**config.mk**
```make
export PLATFORM = sky130hd
export DESIGN_NAME = id_exe_reg
export DESIGN_NICKNAME = d
export VERILOG_FILES = /design/src/rtl/id_exe_reg.sv
export SDC_FILE = /design/constraint.sdc
export NUM_CORES = 1
export LEC_CHECK = 0
export CORE_ASPECT_RATIO = 0.9
export CORE_UTILIZATION = 30
export CTS_CLUSTER_SIZE = 40
export DETAILED_ROUTE_END_ITERATION = 10
export PLACE_DENSITY_LB_ADDON = 0.08
export SYNTH_ARGS = -nofsm -noshare
export SYNTH_HDL_FRONTEND = slang
export SYNTH_SLANG_ARGS = --single-unit
```
**constraint.sdc**
```tcl
create_clock -name clk -period 1.3 [get_ports clk]
set_clock_uncertainty 0.15 [all_clocks]
set_input_delay 0.13 -clock clk [delete_from_list [all_inputs] [get_ports clk]]
set_output_delay 0.13 -clock clk [all_outputs]
set_load 0.01 [all_outputs]
```
**src/rtl/id_exe_reg.sv**
```systemverilog
// ID/EXE pipeline register for the ARM-subset core.
// Captures decoded control, operands, shifter operand and immediate fields
// once per cycle.
// Per-edge priority: rst > flush > freeze > load.
// Optional feature macro: ID_EXE_FORWARDING_EN. When it is defined,
// src1_out and src2_out are registered for the forwarding unit; otherwise
// they are tied to zero and no flops are built for them.
module id_exe_reg #(
  parameter int WORD_WIDTH            = 32,
  parameter int SHIFTER_OPERAND_WIDTH = 12,
  parameter int REG_ADDR_WIDTH        = 4
) (
  input  logic                             clk,
  input  logic                             rst,
  input  logic                             freeze,
  input  logic                             flush,
  input  logic                             wb_en_in,
  input  logic                             mem_r_en_in,
  input  logic                             mem_w_en_in,
  input  logic                             b_in,
  input  logic                             s_in,
  input  logic [3:0]                       exe_cmd_in,
  input  logic                             imm_in,
  input  logic [WORD_WIDTH-1:0]            pc_in,
  input  logic [WORD_WIDTH-1:0]            val_rn_in,
  input  logic [WORD_WIDTH-1:0]            val_rm_in,
  input  logic [SHIFTER_OPERAND_WIDTH-1:0] shift_operand_in,
  input  logic [23:0]                      signed_imm24_in,
  input  logic [REG_ADDR_WIDTH-1:0]        dest_in,
  input  logic [REG_ADDR_WIDTH-1:0]        src1_in,
  input  logic [REG_ADDR_WIDTH-1:0]        src2_in,
  input  logic [3:0]                       status_in,
  input  logic                             valid_in,
  output logic                             wb_en_out,
  output logic                             mem_r_en_out,
  output logic                             mem_w_en_out,
  output logic                             b_out,
  output logic                             s_out,
  output logic [3:0]                       exe_cmd_out,
  output logic                             imm_out,
  output logic [WORD_WIDTH-1:0]            pc_out,
  output logic [WORD_WIDTH-1:0]            val_rn_out,
  output logic [WORD_WIDTH-1:0]            val_rm_out,
  output logic [SHIFTER_OPERAND_WIDTH-1:0] shift_operand_out,
  output logic [23:0]                      signed_imm24_out,
  output logic [REG_ADDR_WIDTH-1:0]        dest_out,
  output logic [REG_ADDR_WIDTH-1:0]        src1_out,
  output logic [REG_ADDR_WIDTH-1:0]        src2_out,
  output logic [3:0]                       status_out,
  output logic                             valid_out
);

  // Main pipeline register: reset/flush clear everything (a bubble is identical
  // to reset), freeze holds, load gates control bits with valid_in so an invalid
  // slot can never write back, store or branch.
  always_ff @(posedge clk) begin
    if (rst || flush) begin
      wb_en_out         <= 1'b0;
      mem_r_en_out      <= 1'b0;
      mem_w_en_out      <= 1'b0;
      b_out             <= 1'b0;
      s_out             <= 1'b0;
      exe_cmd_out       <= 4'b0000;
      imm_out           <= 1'b0;
      pc_out            <= '0;
      val_rn_out        <= '0;
      val_rm_out        <= '0;
      shift_operand_out <= '0;
      signed_imm24_out  <= 24'd0;
      dest_out          <= '0;
      status_out        <= 4'b0000;
      valid_out         <= 1'b0;
    end else if (freeze) begin
      wb_en_out         <= wb_en_out;
      mem_r_en_out      <= mem_r_en_out;
      mem_w_en_out      <= mem_w_en_out;
      b_out             <= b_out;
      s_out             <= s_out;
      exe_cmd_out       <= exe_cmd_out;
      imm_out           <= imm_out;
      pc_out            <= pc_out;
      val_rn_out        <= val_rn_out;
      val_rm_out        <= val_rm_out;
      shift_operand_out <= shift_operand_out;
      signed_imm24_out  <= signed_imm24_out;
      dest_out          <= dest_out;
      status_out        <= status_out;
      valid_out         <= valid_out;
    end else begin
      wb_en_out         <= wb_en_in & valid_in;
      mem_r_en_out      <= mem_r_en_in & valid_in;
      mem_w_en_out      <= mem_w_en_in & valid_in;
      b_out             <= b_in & valid_in;
      s_out             <= s_in & valid_in;
      exe_cmd_out       <= valid_in ? exe_cmd_in : 4'b0000;
      imm_out           <= imm_in & valid_in;
      pc_out            <= pc_in;
      val_rn_out        <= val_rn_in;
      val_rm_out        <= val_rm_in;
      shift_operand_out <= shift_operand_in;
      signed_imm24_out  <= signed_imm24_in;
      dest_out          <= dest_in;
      status_out        <= status_in;
      valid_out         <= valid_in;
    end
  end

`ifdef ID_EXE_FORWARDING_EN
  // Source register numbers for the forwarding unit, same rst/flush/freeze rules.
  always_ff @(posedge clk) begin
    if (rst || flush) begin
      src1_out <= '0;
      src2_out <= '0;
    end else if (freeze) begin
      src1_out <= src1_out;
      src2_out <= src2_out;
    end else begin
      src1_out <= src1_in;
      src2_out <= src2_in;
    end
  end
`else
  // Forwarding disabled: no source-number flops; inputs intentionally unused.
  assign src1_out = '0;
  assign src2_out = '0;
`endif

endmodule
```
==> results of run 1 <==
worst reg2reg max path, delay by kind of cell (launching register included):
kind,cells,cell delay [ns]
flops,1,0.32
mux,1,0.17
simple gates,1,0.04
power groups by stage:
stage / clock [mW] / sequential (mW) / combinational, mW
after global routing: 5.48 / 4.87 / 1.48
final: 5.15 / 4.86 / 1.36
after global placement: 0 / 4.95 / 1.47
after CTS: 5.30 / 4.86 / 1.43
after floorplan: 0 / 5.02 / 0.571
after detailed placement: 0 / 4.95 / 1.49
per-layer routing:
metal | vias to the layer above | GRT usage [%] | share of wire, %
met5 | - | 0 | 0
met1 | 2088 | 18.9 | 41
met2 | 190 | 28.5 | 49
met3 | 12 | 6.84 | 9.0
met4 | 0 | 5.44 | 0.85
li1 | 2276 | - | -
stage by stage:
step	util [%]	total power, mW	area [µm²]	TNS (ns)	setup WS, ns
floorplan	-	5.59	5540	0	0.238
global placement	49.3	6.42	8770	-21.28	-0.175
detailed placement	49.3	6.45	8770	-26.07	-0.215
CTS	53.0	11.6	9430	0	0.0000331
global route	50.0	11.8	8890	0	0.000292
finish	50.0	11.4	8890	0	0.0358
worst min-delay path by stage:
stage / from / end / slack (ns) / cells after the start
2_1_floorplan: dest_in[0] / dest_out[0] / 0.12 / 2
3_3_place_gp: exe_cmd_out[1] / exe_cmd_out[1] / 0.30 / 2
3_5_place_dp: mem_w_en_out / mem_w_en_out / 0.30 / 2
4_1_cts: freeze / valid_out / 0.009 / 3
5_1_grt: freeze / valid_out / 0.03 / 3
6_report: freeze / valid_out / 0.02 / 3
flip-flops by register name (all words and copies together), names as in the netlist:
signal and flops:
b_out 1, dest_out 4, exe_cmd_out 4, imm_out 1, mem_r_en_out 1, mem_w_en_out 1
pc_out 32, s_out 1, shift_operand_out 12, signed_imm24_out 24, status_out 4, val_rm_out 32
val_rn_out 32, valid_out 1, wb_en_out 1
Yosys cell counts:
cell type  instances
nor2_1           131
nor2_2            10
mux2i_1          141
clkbuf_1           7
nand2_1           10
buf_2              8
conb_1             1
buf_6             20
dfxtp_1          151
nand3b_1          10
buf_4              8
buf_1              1
a21oi_1           10
or2_1              1
cell type report:
class                      count  area, µm²  area share (%)
multi-input combinational    321       2170            24.4
timing repair buffer         321       2780            31.2
clock inverter                12        178            2.00
tap                          240        300            3.38
clock buffer                  19        443            4.98
sequential                   151       3030            34.1
repair_timing:
item | CTS | global route
gates resized for setup | 341 | 126
setup endpoints to repair | 151 | 118
hold buffers | 1 | 0
endpoints found under the hold margin | 3 | 0
kinds of logic after synthesis:
family | count (synthesis)
AO/OA/AOI/OAI | 10
other | 1
multiplexers | 141
flip-flops | 151
buffers and inverters | 44
AND/OR/NAND/NOR | 162
==> results_dict.tcl, run 1 <==
set metrics [dict create \
    status "completed" \
    worstReg2RegStart "val_rm_out[2]" \
    critical_path_depth 1 \
    fillCellCount 1636 \
    netlist_instances 509 \
    dp_hpwl_um 11800 \
    power.leakage_nw 4.02 \
    antenna_found_initial 0 \
    power_density_nw_per_um2 1280 \
    combinationalPowerShare_pct 12.0 \
    worstPathArrival_ns 0.98 \
    synth_seq_cells 151 \
    cp-endpoint "shift_operand_out[8]" \
    seqPwrFrac_pct 42.7 \
    synth_top_cell_area_share_pct 54.8 \
    mostFrequentLayoutCells "clkdlybuf4s50_1, dfxtp_1, mux2i_1" \
    drv_slew 0 \
    crit_fanout 2 \
    cts_buffers 17 \
    clk_path_buf_depth 2 \
    coreArea_um2 17800 \
    dp_cells 1032 \
    startpoint "shift_operand_out[8]" \
    yosysTopAreaCell "dfxtp_1" \
    cp_num_buf_inv 1 \
    r2r_setup_slack_ns 0.51 \
    diodes 0 \
    die_x_um 145 \
    pin_count 322 \
    initial_core_util_pct 31.0 \
    p_clk_share_pct 45.3 \
    cp_slowest_cell "dfxtp_1" \
    layoutNonFillerInstCount 1064 \
    required_ns 1.02 \
    switchingPower_mw 2.52 \
    p_sw_share_pct 22.2 \
    p_int_mw 8.85 \
    synth_xor_area_share_pct 0 \
    rsz0062_at_grt "false" \
    cts_root_buffer "clkbuf_16" \
    reg2reg_depth 2 \
    synth_compound_area_share_pct 0.907 \
    hold_viol 0 \
    fin_crit_sh_pct 97.2 \
    synth_top_family_by_area "multiplexers" \
    clock_latency_ns 0.40 \
    grt_pass1_wl_um 24400 \
    period_needed_ns 1.26 \
    drtIter0Drc 121 \
    grt_max_degree 60 \
    r2r_end "val_rm_out[2]" \
    drive_above_1_share_pct 23.8 \
    gr-usage-all-layers_pct 16.6 \
    syn_avg_cell_area_um2 10.8 \
    path_clk_slew_ns 0.06 \
    yosysSeqAreaShare_pct 54.8 \
    clock.fmax_ghz 0.791 \
    cp-end-kind "output pin" \
    gp_congestion 0.766 \
    area_delta_synth_final_pct 61.2 \
    cts_tree "yes" \
    portBuffers 305 \
    vias 4566 \
    setup_viol 0 \
    wl_per_cell_um 14.9 \
    synth_mux_area_share_pct 25.6 \
    hp-class "input pin to flop" \
    synth_simple_gate_area_share_pct 12.2 \
    die_h_um 131 \
    drt_wl_total_um 15900 \
    syn_area_um2 5520 \
    htree_levels 4 \
    cpPeakStageDelay_ns 0.34 \
    postCtsSetupRepairBufs 0 \
    via_per_inst 4.29 \
    core.rowCount 46 \
    worstPathCellList "clkdlybuf4s15_2" \
    final_antenna_net_count 0 \
    clock_sinks 151 \
    synth_cell_types 14 \
    drc 0 \
    startpoint_type "flop" \
    fin_nets 975 \
    first_global_vias 4526 \
    yosys_warnings 0 \
    ys_top_cells_by_area "dfxtp_1, mux2i_1, nor2_1" \
    ir_worst_vdd_uv 810 \
    drtPass1Iterations 4 \
    synthAdderAreaFrac_pct 0 \
    die_area_um2 18900 \
    timing.hold.ws_ns 0.0232 \
    drv_cap 0 \
    worst-setup-path-type "flop to output pin" \
    grt_overflow 0 \
    layout_commonest_cell "clkdlybuf4s50_1" \
    critical-path-top-delay-family "flip-flops" \
]
Note: power is estimated with default switching activity, not from simulation.
==> inputs of run 2 (changes only) <==
==> constraint.sdc (replaced) <==
create_clock -name clk -period 1.4 [get_ports clk]
set_clock_uncertainty 0.15 [all_clocks]
set_input_delay 0.14 -clock clk [delete_from_list [all_inputs] [get_ports clk]]
set_output_delay 0.14 -clock clk [all_outputs]
set_load 0.01 [all_outputs]
==> run 2 against run 1 <==
Via count is 1.1% lower. Register-to-register slack better by 0.09 ns. Utilization is 1.5 points higher. Count of clock-buffer cells in the layout stayed put. Cell count is 0.28% lower. Final area is 3.0% higher.
==> results_dict.tcl, run 2 (same netlist as run 1, synthesis figures left out) <==
set metrics [dict create \
    status "completed" \
    final_antenna_net_count 0 \
    drv_cap 0 \
    layoutNonFillerInstCount 1061 \
    period_needed_ns 1.35 \
    drc 0 \
    pin_count 322 \
    fin_nets 971 \
    hp-class "input pin to flop" \
    gp_congestion 0.753 \
    critical-path-top-delay-family "flip-flops" \
    via_per_inst 4.26 \
    cp-end-kind "output pin" \
    dp_hpwl_um 11500 \
    hold_viol 0 \
    die_x_um 145 \
    drt_wl_total_um 15600 \
    worstPathCellList "dlygate4sd2_1" \
    tns_ns 0 \
    cp_num_buf_inv 1 \
    cts_tree "yes" \
    r2r_setup_slack_ns 0.60 \
    worstPathArrival_ns 1.06 \
    gr-usage-all-layers_pct 16.3 \
    power.leakage_nw 4.46 \
    pre_cts_slack_ns -0.131 \
    coreArea_um2 17800 \
    grt_overflow 0 \
    mostFrequentLayoutCells "clkdlybuf4s50_1, dfxtp_1, dlygate4sd2_1" \
    portBuffers 305 \
    die_h_um 131 \
    fin_ws_ns 0.0494 \
    vias 4518 \
    drive_above_1_share_pct 6.82 \
    htree_levels 4 \
    rsz0062_at_grt "false" \
    cts_root_buffer "clkbuf_16" \
    fillCellCount 1681 \
    initial_core_util_pct 31.0 \
    die_area_um2 18900 \
    combinationalPowerShare_pct 12.0 \
    clock_sinks 151 \
    fin_crit_sh_pct 96.5 \
    clk_path_buf_depth 2 \
    worst-setup-path-type "flop to output pin" \
    layout_commonest_cell "clkdlybuf4s50_1" \
    drtPass1Iterations 5 \
    postCtsSetupRepairBufs 0 \
    path_clk_slew_ns 0.06 \
    clock_latency_ns 0.42 \
    area_delta_synth_final_pct 66.1 \
    diodes 0 \
    p_sw_share_pct 23.0 \
    drv_slew 0 \
    drtIter0Drc 134 \
    cp_slowest_cell "dfxtp_1" \
    clock.fmax_ghz 0.740 \
    crit_fanout 2 \
    switchingPower_mw 2.42 \
    p_clk_share_pct 45.3 \
    wl_per_cell_um 14.7 \
    antenna_found_initial 0 \
    grt_pass1_wl_um 23800 \
    top_regs "pc_out: 32 flops, val_rm_out: 32 flops, val_rn_out: 32 flops" \
    ir_worst_vdd_uv 833 \
    required_ns 1.11 \
    first_global_vias 4516 \
    grt_max_degree 65 \
    hold_buffers 0 \
    setup_viol 0 \
    dp_cells 1029 \
    core.rowCount 46 \
    cpPeakStageDelay_ns 0.34 \
    cts_buffers 17 \
    p_int_mw 8.11 \
    power_density_nw_per_um2 1150 \
    seqPwrFrac_pct 42.7 \
    startpoint_type "flop" \
]
==> run 2: changes by cell type in the layout (fill, tap and decap cells not counted), moves of 6 or more <==
| cell | before | now |
|---|---|---|
| dlygate4sd2_1 | 0 | 148 |
| clkbuf_2 | 83 | 0 |
| buf_2 | 26 | 0 |
| clkdlybuf4s15_2 | 24 | 0 |
| clkdlybuf4s15_1 | 18 | 3 |
| dfxtp_1 | 145 | 151 |
| dfxtp_2 | 6 | 0 |
==> run 2: power groups by stage <==
stage / clock, mW / sequential, mW / combinational (mW)
floorplan: 0 / 4.66 / 0.531
global placement: 0 / 4.59 / 1.35
detailed placement: 0 / 4.60 / 1.37
CTS: 4.93 / 4.50 / 1.28
global route: 5.08 / 4.51 / 1.36
finish: 4.77 / 4.50 / 1.26
==> run 2: repair_timing <==
item	in CTS	in global routing
endpoints found under the setup margin	151	3
gates cloned	0	0
gates resized for setup	151	3
==> run 2: layout make-up <==
type	count	area (µm²)	area share, %
tap	240	300	3.28
sequential	151	3020	33.0
clock inverter	13	169	1.84
clock buffer	19	453	4.94
multi-input combinational	321	2170	23.7
timing repair buffer	317	3050	33.3
==> run 2: worst paths after layout <==
| path | cells past startpoint | start | endpoint |
|---|---|---|---|
| min reg2reg | 2 | b_out | b_out |
| max reg2reg | 2 | pc_out[22] | pc_out[22] |
| max | 1 | shift_operand_out[6] | shift_operand_out[6] |
| min | 3 | freeze | signed_imm24_out[3] |
==> run 2: tightest hold or removal path, delay by kind of cell <==
family / cells / cell delay (ns)
mux: 1 / 0.10
buf+inv: 1 / 0.23
simple gates: 1 / 0.07
==> run 2: through the flow <==
stage,power [mW],util [%],instance area (µm²),hold slack [ns]
2_1_floorplan,5.19,-,5540,0.134
3_3_place_gp,5.94,49.1,8720,0.298
5_1_grt,11.0,51.5,9160,0.0193
4_1_cts,10.7,51.5,9160,0.00400
6_report,10.5,51.5,9160,0.0137
3_5_place_dp,5.97,49.1,8720,0.303
==> run 2: metal layers <==
layer / up-vias / part of all wire [%] / global-route usage (%)
met2: 199 / 48 / 27.9
met4: 0 / 1.7 / 7.13
met1: 2040 / 41 / 17.6
met3: 17 / 9.4 / 7.22
li1: 2262 / - / -
met5: - / 0 / 0
==> inputs of run 3 (changes only) <==
==> constraint.sdc (replaced) <==
create_clock -name clk -period 1.4 [get_ports clk]
set_clock_uncertainty 0.15 [all_clocks]
set_input_delay 0.42 -clock clk [delete_from_list [all_inputs] [get_ports clk]]
set_output_delay 0.42 -clock clk [all_outputs]
set_load 0.01 [all_outputs]
==> run 3 against run 2 <==
The flow now finishes with violations (negative setup slack). Die area unchanged. Via count increased by 2.1%. Utilization grew 4.2 points. Wire length rose by 3.0%. Count of clock-buffer cells in the layout shrank 1. Final area is 8.2% higher. Combinational power up 12%. Sequential share of layout area fell by 0.60 points. Critical endpoint is now shift_operand_out[1]. Highest routed layer unchanged.
==> results_dict.tcl, run 3 (same netlist as run 1, synthesis figures left out) <==
set metrics [dict create \
    grt_pass1_wl_um 24600 \
    worstReg2RegStart "val_rn_out[30]" \
    r2r_end "val_rn_out[30]" \
    min_from "freeze" \
    crit_fanout 2 \
    hold_buffers 0 \
    diodes 0 \
    status "finished, violations left" \
    violations "negative setup slack" \
    clk_path_buf_depth 2 \
    r2r_setup_slack_ns 0.36 \
    p_clk_share_pct 45.4 \
    layout_commonest_cell "clkdlybuf4s50_1" \
    power_density_nw_per_um2 1100 \
    path_clk_slew_ns 0.06 \
    startpoint "shift_operand_out[1]" \
    cpPeakStageDelay_ns 0.33 \
    worstPathCellList "buf_6" \
    drv_cap 0 \
    cts_buffers 17 \
    vias 4614 \
    rsz0062_at_grt "true" \
    setup_viol 151 \
    drtIter0Drc 141 \
    ir_worst_vdd_uv 1040 \
    seqPwrFrac_pct 41.7 \
    die_x_um 145 \
    grt_overflow 0 \
    fillCellCount 1563 \
    cp_num_buf_inv 1 \
    reg2reg_depth 4 \
    area_delta_synth_final_pct 79.7 \
    die_area_um2 18900 \
    antenna_found_initial 0 \
    required_ns 0.83 \
    top_regs "pc_out: 32 flops, val_rm_out: 32 flops, val_rn_out: 32 flops" \
    fin_nets 993 \
    p_int_mw 8.56 \
    layoutNonFillerInstCount 1082 \
    multi_input_area_um2 2170 \
    portBuffers 305 \
    first_global_vias 4619 \
    initial_core_util_pct 31.0 \
    power.leakage_nw 4.42 \
    fin_ws_ns -0.0247 \
    mostFrequentLayoutCells "clkdlybuf4s50_1, dfxtp_2, buf_6" \
    drtPass1Iterations 4 \
    coreArea_um2 17800 \
    cp-end-kind "output pin" \
    hold_viol 0 \
    critical-path-top-delay-family "flip-flops" \
    final_antenna_net_count 0 \
    htree_levels 4 \
    die_h_um 131 \
    worstPathArrival_ns 0.85 \
    pin_count 322 \
    drc 0 \
    cts_tree "yes" \
    startpoint_type "flop" \
    pre_cts_slack_ns -0.410 \
    drive_above_1_share_pct 45.4 \
    via_per_inst 4.26 \
    clock_sinks 151 \
    cts_root_buffer "clkbuf_16" \
    dp_cells 1038 \
    period_needed_ns 1.42 \
    hp-class "input pin to flop" \
    clock.fmax_ghz 0.702 \
    cp-endpoint "shift_operand_out[1]" \
    p_sw_share_pct 21.7 \
    ff_latch_area_um2 3210 \
    dp_hpwl_um 11600 \
    grt_max_degree 64 \
    wl_per_cell_um 14.9 \
    cp_slowest_cell "dfxtp_2" \
    gp_congestion 0.764 \
    critical_path_depth 1 \
    core.rowCount 46 \
    drt_wl_total_um 16100 \
    switchingPower_mw 2.37 \
    gr-usage-all-layers_pct 16.7 \
    fin_crit_sh_pct 102 \
    drv_slew 0 \
    clock_latency_ns 0.41 \
    worst-setup-path-type "flop to output pin" \
    combinationalPowerShare_pct 12.9 \
]
[run 3: cell types whose count changed in the layout (fill, tap and decap cells not counted), moves of 23 or more]
cell and change:
dlygate4sd2_1 -148, dfxtp_2 +151, buf_6 +151, buf_4 +23, dfxtp_1 -151
[run 3: final cells by class]
cell class                 count  area share, %
timing repair buffer         339           36.1
sequential                   151           32.4
multi-input combinational    321           21.9
clock buffer                  18           4.43
tap                          240           3.03
clock inverter                13           2.06
[run 3: worst min path at each step]
stage	to	slack [ns]	depth (start not counted)
floorplan	imm_out	0.33	2
global placement	exe_cmd_out[1]	0.30	2
detailed placement	b_out	0.30	2
CTS	shift_operand_out[6]	0.28	3
global route	shift_operand_out[6]	0.31	3
finish	shift_operand_out[6]	0.30	3
[run 3: per-layer routing]
metal	part of all wire, %	track usage [%]
met5	0	0
met4	1.2	5.88
met3	9.6	7.40
met2	50	29.0
met1	39	18.3
[run 3: timing repair]
action	4_1_cts	5_1_grt
buffers inserted	8	5
resized for setup	916	4
setup endpoints to repair	151	153
cloned	0	0
[run 3: power by group through the flow]
stage	registers, mW	clock network [mW]	logic, mW
finish	4.56	4.96	1.41
global route	4.58	5.28	1.51
CTS	4.56	5.12	1.41
detailed placement	4.60	0	1.37
global placement	4.59	0	1.36
floorplan	4.66	0	0.531
[run 3: per-stage QoR]
step,cell area (µm²),setup TNS [ns],power [mW],hold WS [ns],utilization (%)
2_1_floorplan,5540,0,5.19,0.334,-
6_report,9910,-2.24,10.9,0.297,55.7
3_3_place_gp,8780,-55.22,5.95,0.298,49.4
3_5_place_dp,8780,-58.28,5.97,0.305,49.4
5_1_grt,9910,-7.79,11.4,0.311,55.7
4_1_cts,9860,-6.43,11.1,0.283,55.4
